<file path="config.mk">
export PLATFORM = sky130hd
export DESIGN_NAME = key_debounce_flat
export DESIGN_NICKNAME = d
export VERILOG_FILES = /design/src/rtl/key_debounce_pkg.sv /design/src/rtl/key_debounce_if.sv /design/src/rtl/key_debounce_sync.sv /design/src/rtl/key_debounce.sv /design/src/flat_wrapper.sv
export SDC_FILE = /design/constraint.sdc
export NUM_CORES = 1
export LEC_CHECK = 0
export ABC_CLOCK_PERIOD_IN_PS = 6700
export CAP_MARGIN = 20
export CORE_MARGIN = 3
export CORE_UTILIZATION = 55
export CTS_BUF_LIST = sky130_fd_sc_hd__clkbuf_4 sky130_fd_sc_hd__clkbuf_8 sky130_fd_sc_hd__clkbuf_16
export DETAILED_ROUTE_END_ITERATION = 8
export GPL_TIMING_DRIVEN = 0
export PLACE_DENSITY = 0.75
export RECOVER_POWER = 25
export SYNTH_ARGS = -nofsm -noshare
export SYNTH_HDL_FRONTEND = slang
export SYNTH_SLANG_ARGS = --single-unit
</file>
<file path="constraint.sdc">
create_clock -name clk -period 6.7 [get_ports clk]
set_input_delay 0.67 -clock clk [delete_from_list [all_inputs] [get_ports clk]]
set_output_delay 0.67 -clock clk [all_outputs]
set_load 0.1 [all_outputs]
</file>
<file path="src/rtl/key_debounce_pkg.sv">
// rtl/key_debounce_pkg.sv - shared state encoding, board timing defaults and helpers for key inputs
//
// Package key_pkg: imported by key_debounce and the key-related sub-modules.
//   key_state_e          : 2-bit debouncer state encoding (UP / DOWN_WAIT / HELD / UP_WAIT)
//   DEF_*_CYCLES         : default timing for a 50 MHz board (20 ms debounce, 1 s long, 200 ms repeat)
//   cnt_width / max_int  : counter sizing helpers
package key_pkg;

  typedef enum logic [1:0] {
    ST_UP        = 2'd0,
    ST_DOWN_WAIT = 2'd1,
    ST_HELD      = 2'd2,
    ST_UP_WAIT   = 2'd3
  } key_state_e;

  localparam int CLK_HZ              = 50_000_000;
  localparam int DEF_DEBOUNCE_CYCLES = CLK_HZ / 50;  // 20 ms
  localparam int DEF_LONG_CYCLES     = CLK_HZ;       // 1 s
  localparam int DEF_REPEAT_CYCLES   = CLK_HZ / 5;   // 200 ms

  // Width needed to hold 0..n-1, never narrower than one bit.
  function automatic int cnt_width(input int n);
    return (n > 1) ? $clog2(n) : 1;
  endfunction

  function automatic int max_int(input int a, input int b);
    return (a > b) ? a : b;
  endfunction

endpackage

</file>
<file path="src/rtl/key_debounce_if.sv">
// rtl/key_debounce_if.sv - raw key pin and conditioned key outputs bundled as one interface
//
// Signals:
//   key         : raw key pin, asynchronous to the consumer clock
//   key_level   : debounced state, 1 = pressed
//   key_press   : one-cycle pulse on an accepted press
//   key_release : one-cycle pulse on an accepted release
//   key_long    : one-cycle long-press / repeat pulse
// Modports:
//   master : the debouncer (reads key, drives the conditioned outputs)
//   slave  : the pin driver / consumer side
interface key_debounce_if;

  logic key;
  logic key_level;
  logic key_press;
  logic key_release;
  logic key_long;

  modport master (
    input  key,
    output key_level,
    output key_press,
    output key_release,
    output key_long
  );

  modport slave (
    output key,
    input  key_level,
    input  key_press,
    input  key_release,
    input  key_long
  );

endinterface

</file>
<file path="src/rtl/key_debounce_sync.sv">
// rtl/key_debounce_sync.sv - two-flop synchroniser with configurable reset value
//
// Module key_sync, reusable for any switch or key input.
// Ports:
//   clk   : destination clock
//   rst_n : asynchronous active-low reset; both flops load RESET_VAL
//   d_i   : asynchronous input
//   q_o   : synchronised output (two clk edges of latency)
module key_sync #(
  parameter bit RESET_VAL = 1'b0
) (
  input  logic clk,
  input  logic rst_n,
  input  logic d_i,
  output logic q_o
);

  logic meta_q;
  logic sync_q;

  always_ff @(posedge clk or negedge rst_n) begin
    if (!rst_n) begin
      meta_q <= RESET_VAL;
      sync_q <= RESET_VAL;
    end else begin
      meta_q <= d_i;
      sync_q <= meta_q;
    end
  end

  assign q_o = sync_q;

endmodule

</file>
<file path="src/rtl/key_debounce.sv">
// rtl/key_debounce.sv - push-button synchroniser and debouncer with press/release/long pulses
//
// Optional feature macro: KEY_LONG_PRESS_EN (long-press and auto-repeat pulses on key_long).
// Without it key_long is tied to 0; the port list is the same in both builds.
// Ports:
//   clk   : system clock, rising edge
//   rst_n : asynchronous active-low reset
//   kif   : key_debounce_if.master (key in; key_level/key_press/key_release/key_long out)
// Parameters:
//   DEBOUNCE_CYCLES : cycles the synchronised input must hold steady to accept an edge (>= 1)
//   ACTIVE_LOW      : 1 when the raw pin reads 0 while pressed
//   LONG_CYCLES     : held cycles before the first long pulse
//   REPEAT_CYCLES   : cycles between repeat pulses while held
module key_debounce
  import key_pkg::*;
#(
  parameter int DEBOUNCE_CYCLES = DEF_DEBOUNCE_CYCLES,
  parameter bit ACTIVE_LOW      = 1'b1,
  parameter int LONG_CYCLES     = DEF_LONG_CYCLES,
  parameter int REPEAT_CYCLES   = DEF_REPEAT_CYCLES
) (
  input logic            clk,
  input logic            rst_n,
  key_debounce_if.master kif
);

  if (DEBOUNCE_CYCLES < 1 || LONG_CYCLES < 1 || REPEAT_CYCLES < 1) begin : g_bad_params
    $error("key_debounce: cycle parameters must be >= 1");
  end

`ifdef KEY_LONG_PRESS_EN
  localparam int CNT_W = cnt_width(max_int(DEBOUNCE_CYCLES, max_int(LONG_CYCLES, REPEAT_CYCLES)));
`else
  localparam int CNT_W = cnt_width(DEBOUNCE_CYCLES);
`endif

  localparam logic [CNT_W-1:0] CNT_ONE   = CNT_W'(1);
  localparam logic [CNT_W-1:0] DB_LAST   = CNT_W'(DEBOUNCE_CYCLES - 1);
  // Press side compares before the increment so the press lands one edge
  // earlier than the release; this keeps a pressed level up >= DEBOUNCE_CYCLES+1.
  localparam logic [CNT_W-1:0] DB_PRE    = CNT_W'(DEBOUNCE_CYCLES - 2);
  localparam bit               DB_SINGLE = (DEBOUNCE_CYCLES == 1);

  logic       key_sync_s;
  logic       k_s;          // synchronised key, 1 = pressed

  key_state_e       state_q;
  logic [CNT_W-1:0] cnt_q;
  logic             level_q;
  logic             press_q;
  logic             release_q;

  key_sync #(
    .RESET_VAL (ACTIVE_LOW)
  ) u_sync (
    .clk   (clk),
    .rst_n (rst_n),
    .d_i   (kif.key),
    .q_o   (key_sync_s)
  );

  assign k_s = key_sync_s ^ ACTIVE_LOW;

  always_ff @(posedge clk or negedge rst_n) begin
    if (!rst_n) begin
      state_q   <= ST_UP;
      cnt_q     <= '0;
      level_q   <= 1'b0;
      press_q   <= 1'b0;
      release_q <= 1'b0;
    end else begin
      press_q   <= 1'b0;
      release_q <= 1'b0;
      case (state_q)
        ST_UP: begin
          if (k_s) begin
            cnt_q <= '0;
            if (DB_SINGLE) begin
              state_q <= ST_HELD;
              level_q <= 1'b1;
              press_q <= 1'b1;
            end else begin
              state_q <= ST_DOWN_WAIT;
            end
          end
        end
        ST_DOWN_WAIT: begin
          if (!k_s) begin
            state_q <= ST_UP;
            cnt_q   <= '0;
          end else if (cnt_q == DB_PRE) begin
            state_q <= ST_HELD;
            cnt_q   <= '0;
            level_q <= 1'b1;
            press_q <= 1'b1;
          end else begin
            cnt_q <= cnt_q + CNT_ONE;
          end
        end
        ST_HELD: begin
          if (!k_s) begin
            state_q <= ST_UP_WAIT;
            cnt_q   <= '0;
          end
        end
        ST_UP_WAIT: begin
          if (k_s) begin
            state_q <= ST_HELD;
            cnt_q   <= '0;
          end else if (cnt_q == DB_LAST) begin
            state_q   <= ST_UP;
            cnt_q     <= '0;
            level_q   <= 1'b0;
            release_q <= 1'b1;
          end else begin
            cnt_q <= cnt_q + CNT_ONE;
          end
        end
        default: begin
          state_q <= ST_UP;
          cnt_q   <= '0;
          level_q <= 1'b0;
        end
      endcase
    end
  end

  assign kif.key_level   = level_q;
  assign kif.key_press   = press_q;
  assign kif.key_release = release_q;

`ifdef KEY_LONG_PRESS_EN
  localparam logic [CNT_W-1:0] LONG_LAST = CNT_W'(LONG_CYCLES - 1);
  localparam logic [CNT_W-1:0] REP_LAST  = CNT_W'(REPEAT_CYCLES - 1);

  logic [CNT_W-1:0] lcnt_q;
  logic             rep_q;    // first long pulse already issued this hold
  logic             long_q;

  // Counts only while HELD; a bounce through UP_WAIT freezes it, any other
  // state clears it so the next hold starts from zero.
  always_ff @(posedge clk or negedge rst_n) begin
    if (!rst_n) begin
      lcnt_q <= '0;
      rep_q  <= 1'b0;
      long_q <= 1'b0;
    end else begin
      long_q <= 1'b0;
      if (state_q == ST_HELD) begin
        if ((!rep_q && lcnt_q == LONG_LAST) || (rep_q && lcnt_q == REP_LAST)) begin
          long_q <= 1'b1;
          lcnt_q <= '0;
          rep_q  <= 1'b1;
        end else begin
          lcnt_q <= lcnt_q + CNT_ONE;
        end
      end else if (state_q != ST_UP_WAIT) begin
        lcnt_q <= '0;
        rep_q  <= 1'b0;
      end
    end
  end

  assign kif.key_long = long_q;
`else
  assign kif.key_long = 1'b0;
`endif

endmodule

</file>
<file path="src/flat_wrapper.sv">
// flat-port wrapper written by rule: the top's interface ports become plain ports
module key_debounce_flat import key_pkg::*;
#(
  parameter int DEBOUNCE_CYCLES = DEF_DEBOUNCE_CYCLES,
  parameter bit ACTIVE_LOW      = 1'b1,
  parameter int LONG_CYCLES     = DEF_LONG_CYCLES,
  parameter int REPEAT_CYCLES   = DEF_REPEAT_CYCLES
)
  (clk, rst_n, kif_key, kif_key_level, kif_key_press, kif_key_release, kif_key_long);
  key_debounce_if kif_i ();
  input logic clk;
  input logic rst_n;
  input wire logic [$bits(kif_i.key)-1:0] kif_key;
  output wire logic [$bits(kif_i.key_level)-1:0] kif_key_level;
  output wire logic [$bits(kif_i.key_press)-1:0] kif_key_press;
  output wire logic [$bits(kif_i.key_release)-1:0] kif_key_release;
  output wire logic [$bits(kif_i.key_long)-1:0] kif_key_long;
  assign kif_i.key = kif_key;
  assign kif_key_level = kif_i.key_level;
  assign kif_key_press = kif_i.key_press;
  assign kif_key_release = kif_i.key_release;
  assign kif_key_long = kif_i.key_long;
  key_debounce #(.DEBOUNCE_CYCLES(DEBOUNCE_CYCLES), .ACTIVE_LOW(ACTIVE_LOW), .LONG_CYCLES(LONG_CYCLES), .REPEAT_CYCLES(REPEAT_CYCLES)) u_core (.clk(clk), .rst_n(rst_n), .kif(kif_i));
endmodule
</file>
# [Word-level counts from Yosys, hierarchy flattened]
# Index checks and enable logic that the tools add are counted.
[totals] ff_bits=27 inputBits=3 out_inout_bits=4
[op_classes] n_addsub=1 eq_ne=13 mux=25 n_reduce_logical=5
[op_table] cell="two-way mux 20 bit" n=6
[op_table] cell="case mux 20 bit (4 select lines)" n=1
[op_table] cell="equality test 20 bit (second input constant)" n=2
[op_table] cell="adder 20 x 1 -> 20 bit (second input constant)" n=1
[op_table] cell="two-way mux 2 bit" n=6
[op_table] cell="two-way mux 1 bit" n=10
[op_table] cell="!= test 2 bit (second input constant)" n=4
[op_table] cell="case mux 2 bit (4 select lines)" n=1
[op_table] cell="!= test 3 x 2 -> 1 bit (second input constant)" n=2
[op_table] cell="AND reduction 5 bit" n=1
[op_table] cell="equality test 2 bit (second input constant)" n=2
[op_table] cell="!= test 2 x 1 -> 1 bit (second input constant)" n=2
[op_table] cell="AND reduction 4 bit" n=1
[op_table] cell="equality test 2 x 1 -> 1 bit (second input constant)" n=1
[op_table] cell="logical NOT 2 bit" n=1
[op_table] cell="case mux 1 bit (2 select lines)" n=1
[op_table] cell="AND reduction 2 bit" n=1
[op_table] cell="nonzero test 2 bit" n=1

# [Logic depth before layout (Yosys ltp)]
[logic_depth] word_depth=4 depth_mapped=6

# [Modules after synthesis]
# From an unflattened synthesis, not the netlist that was laid out.
[hier_totals] cells_unflattened=159 hier_area_um2=1525.2
[modules_own_cells] module="key_debounce" n_inst=1 cells_each=157 area_each_um2=1472.7 seq_area_each_um2=625.6
[modules_own_cells] module="key_sync" n_inst=1 cells_each=2 area_each_um2=52.6 seq_area_each_um2=52.6

# [Worst setup path before layout]
# Ideal clock, no wire load.
[synth_path] path_kind="register -> register" start="reg u_core.cnt_q[6]" end="reg u_core.cnt_q[19]" setup_time_ns=0.126 t_arrival_ns=2.019 required_time_ns=6.574 path_slack_ns=4.555 path_stages_with_launch=6 path_buffers=0 period_less_slack_ns=2.145 path_cell_list="dfrtp_1 > or4b_1 > nor4_4 > a31oi_1 > or2_0 > a221o_1"
[synth_between] elab_chain_len=4
[synth_rtl] element="from (decl)" line_no="key_debounce.sv:48" source="logic [CNT_W-1:0] cnt_q;"
[synth_rtl] element="from (signal assigned)" line_no="key_debounce.sv:97" source="cnt_q <= cnt_q + CNT_ONE;"
[synth_rtl] element="from (signal assigned)" line_no="key_debounce.sv:116" source="cnt_q <= cnt_q + CNT_ONE;"
[synth_rtl] element="adder 20 x 1 -> 20 bit (tied with other cells)" line_no="key_debounce.sv:97, key_debounce.sv:116"
[synth_rtl] element="two-way mux 20 bit (on tied branches)" line_no="key_debounce.sv:110, key_debounce.sv:91"
[synth_rtl] element="two-way mux 20 bit (on tied branches)" line_no="key_debounce.sv:107, key_debounce.sv:88"
[synth_rtl] element="case mux 20 bit (4 select lines) (*)" line_no="key_debounce.sv:74" source="case (state_q)"
# Mark *: on every way between the ends. The rest lies on a longest branch, timed or not.
# A chain may end at the register's enable or synchronous reset.

# [Worst setup path in the final report]
[layout_path] start="reg u_core.level_q, in the netlist u_core.kif.key_level" end="out kif_key_level"
[layout_rtl] element="from (decl)" line_no="key_debounce.sv:49" source="logic level_q;"
[layout_rtl] element="from (signal assigned)" line_no="key_debounce.sv:68" source="level_q <= 1'b0;"
[layout_rtl] element="from (signal assigned)" line_no="key_debounce.sv:80" source="level_q <= 1'b1;"
[layout_rtl] element="from (signal assigned)" line_no="key_debounce.sv:94" source="level_q <= 1'b1;"
[layout_rtl] element="to (decl)" line_no="flat_wrapper.sv:14" source="output wire logic [$bits(kif_i.key_level)-1:0] kif_key_level;"
# No word-level cell between the ends.

==> results.py <==
metrics = {
    "run_status": {
        "run_status": "completed",
    },
    "clock_network": {
        "clock_sinks": 27,
        "clockRootBuffer": "clkbuf_4",
        "cts-resized-gates": 0,
        "htree_num_levels": 1,
        "post-cts-setup-buffers": 0,
        "clk_pin_slew_ps": 150,
        "cts_tree": "done",
        "cts_hold_buf": 0,
        "insertion_delay_ps": 320,
        "cts_max_path_buffers": 2,
        "cts_inserted_buffers": 3,
    },
    "min_path": {
        "whs_path_depth": 0,
        "timing.hold.worst.class": "flip-flop to flip-flop",
    },
    "die": {
        "floorplan.rows": 18,
        "die_area_mm2": 0.00346,
        "fp.coreArea_mm2": 0.00257,
        "fp.dieW_um": 58.8,
        "io_pins": 7,
        "die_height_um": 58.8,
        "start_util": 0.597,
    },
    "setup_path": {
        "rrSetupSlack_ps": 4170,
        "cp_num_cells": 1,
        "crit_arrival_ps": 1880,
        "cells_traversed_along_the_worst_timing_path": "clkdlybuf4s50_1",
        "critPathMaxStageDelay_ps": 1150,
        "cpMaxStageDelayCell": "clkdlybuf4s50_1",
        "worst-r2r-cell-count": 6,
        "setup.worst_path.end": "kif_key_level",
        "setup.worst_path.class": "flip-flop to primary output",
        "worstSetupStartpointType": "flip-flop",
        "cp_max_fo": 3,
        "endpoint_class_of_the_critical_path": "primary output",
        "critPathRequiredTime_ps": 6030,
        "timing.rr.start": "u_core.cnt_q[6]",
        "critical_path_buf_inv_count": 1,
        "worst_r2r_endpoint": "u_core.cnt_q[7]",
        "crit_family": "buffers and inverters",
        "worstSetupStartpoint": "u_core.kif.key_level",
    },
    "timing": {
        "finalWorstSetupSlack_ps": 4150,
        "final-max-slew-violation-count": 0,
        "timing.final.crit_share": 0.381,
        "finClkSkew_ps": 3.42,
        "timing.final.hold_violations": 0,
        "final.setup.tns_ps": 0,
        "tightest_slew_ps": 977,
        "number_of_setup_violations_in_the_final_report": 0,
        "worst_slew_margin_rel": 0.347,
        "highest_attainable_clock_frequency_mhz": 392,
        "rsz0062_at_grt": "no",
        "finalWorstPathRequiredPeriod_ps": 2550,
    },
    "global_routing": {
        "grt_overflow_total": 0,
        "groute.usage.overall": 0.227,
        "grt_pass1_wl_um": 6090,
        "grt_pass1_vias": 1335,
        "grt_start_max_net_pins": 16,
        "antenna_violations_before_repair": 0,
    },
    "drt": {
        "drtAntennaViolNets": 0,
        "violation_count_after_the_first_detailed_route_iteration": 131,
        "vias": 1430,
        "wl_per_cell_um": 15.9,
        "number_of_drc_violations_after_detailed_routing": 0,
        "totalWireLength_um": 3530,
        "drt_pre_antenna_iters": 4,
        "detail_route.vias_per_cell": 6.44,
    },
    "synthesis": {
        "synth_top_cells_by_area": "dfrtp_1 (41%), nand2_1 (10%), o22ai_1 (4.9%)",
        "synth_edf_count": 0,
        "synthesis.nets": 187,
        "synthesis.instances": 182,
        "synth_top_area_cell": "dfrtp_1",
        "netlist_area_mm2": 0.00153,
        "dominantRegCellSynth": "dfrtp_1",
        "synth_cell_types": 40,
        "yosys_register_bits": 27,
        "syn_area_per_cell_um2": 8.42,
        "synth_async_sr_flop_share": 1.00,
        "synth-seq-area-share": 0.442,
        "synth.yosys.warnings": 0,
        "synth_top_area_share": 0.408,
    },
    "pwr": {
        "power.switching_uw": 139,
        "power.ir.vdd_worst_mv": 0.179,
        "cellPowerDensity_mw_per_mm2": 218,
        "comb_power_share": 0.281,
        "seqPwrFrac": 0.524,
        "clock_power_share": 0.195,
        "cellInternalPower_uw": 223,
        "switching_share": 0.384,
        "power.static_leakage_nw": 0.731,
    },
    "cells_and_area": {
        "syn_to_final_growth_pct": 8.49,
        "fraction_of_layout_cells_with_a_size_suffix_above_1": 0.0729,
        "most-common-layout-cells": "nand2_1 (42), dfrtp_1 (25), nor2_1 (12), o22ai_1 (12), nand3_1 (10)",
        "antennaDiodeCount": 0,
        "design.final.nets": 198,
        "total_of_fill_cells_in_the_finished_design": 221,
        "layout_commonest_cell": "nand2_1",
    },
    "placed_design": {
        "gp_congestion": 0.806,
        "dp_hpwl_um": 2560,
        "preCtsSetupSlack_ps": 4230,
        "port_buffers": 5,
    },
    "run": {
        "maxCapViolations": 0,
    },
}
-- metal layers --
layer | global-route usage | vias to the layer above | routed length (um) | part of all wire
met5 | 0 | - | 0 | 0
met4 | 0.0777 | 0 | 48 | 0.014
met3 | 0.0329 | 6 | 269 | 0.076
met2 | 0.391 | 68 | 1770 | 0.50
met1 | 0.289 | 689 | 1440 | 0.41
li1 | - | 667 | - | -
-- worst min-delay path by stage --
stage,from,end,slack [ps]
final,u_core.u_sync.meta_q,u_core.u_sync.q_o,380
after global routing,u_core.u_sync.meta_q,u_core.u_sync.q_o,380
after CTS,u_core.u_sync.meta_q,u_core.u_sync.q_o,380
after detailed placement,u_core.u_sync.meta_q,u_core.u_sync.q_o,360
after global placement,u_core.u_sync.meta_q,u_core.u_sync.q_o,350
after floorplan,u_core.u_sync.meta_q,u_core.u_sync.q_o,350
-- state kept, by name, indices dropped and copies added, names as in the netlist, named ones only --
signal	cells
u_core.kif.key_release	1
u_core.state_q	1
u_core.u_sync.meta_q	1
u_core.kif.key_level	1
u_core.kif.key_press	1
u_core.u_sync.q_o	1
u_core.cnt_q	20
-- per-stage QoR --
stage	instances	utilization	power (mW)	hold WS, ps	cell area [um2]
CTS	222	0.648	0.362	376	1660
global route	222	0.648	0.383	378	1660
finish	222	0.648	0.362	375	1660
floorplan	182	-	0.258	345	1530
global placement	217	0.631	0.288	346	1620
detailed placement	218	0.637	0.292	356	1640
-- power groups by stage --
stage                     clock network, mW  logic [mW]  registers (mW)
after floorplan                           0      0.0683           0.190
after global placement                    0      0.0965           0.192
after detailed placement                  0      0.0995           0.193
after CTS                            0.0724       0.100           0.189
after global routing                 0.0791       0.111           0.193
final                                0.0706       0.102           0.190
-- cells by family after synthesis --
family,share of synthesized area
AOI/OAI and AO/OA,0.181
xor gates and xnor gates,0.00572
adders and majority gates,0.0163
buffers and inverters,0.0359
DFF,0.442
and+or+nand+nor,0.316
other,0.00245
-- cell type report --
type / count / area, um2 / share of cell area
multi-input combinational: 142 / 800 / 0.481
sequential: 27 / 678 / 0.408
timing repair buffer: 6 / 65.1 / 0.0391
tap: 30 / 37.5 / 0.0226
buffer: 8 / 36.3 / 0.0218
clock buffer: 3 / 22.5 / 0.0135
inverter: 5 / 18.8 / 0.0113
clock inverter: 1 / 5.00 / 0.00301
-- synth_stat cells, types with 3 or more instances --
cell,n
and2_1,6
clkbuf_1,5
dfrtp_1,25
inv_1,5
nand2_1,42
nand3_1,10
nand4_1,3
nor2_1,12
nor2b_1,4
nor3_1,5
o211ai_1,4
o21a_1,4
o21ai_0,8
o22ai_1,12
or3_1,3
(Power assumes the default switching activity.)
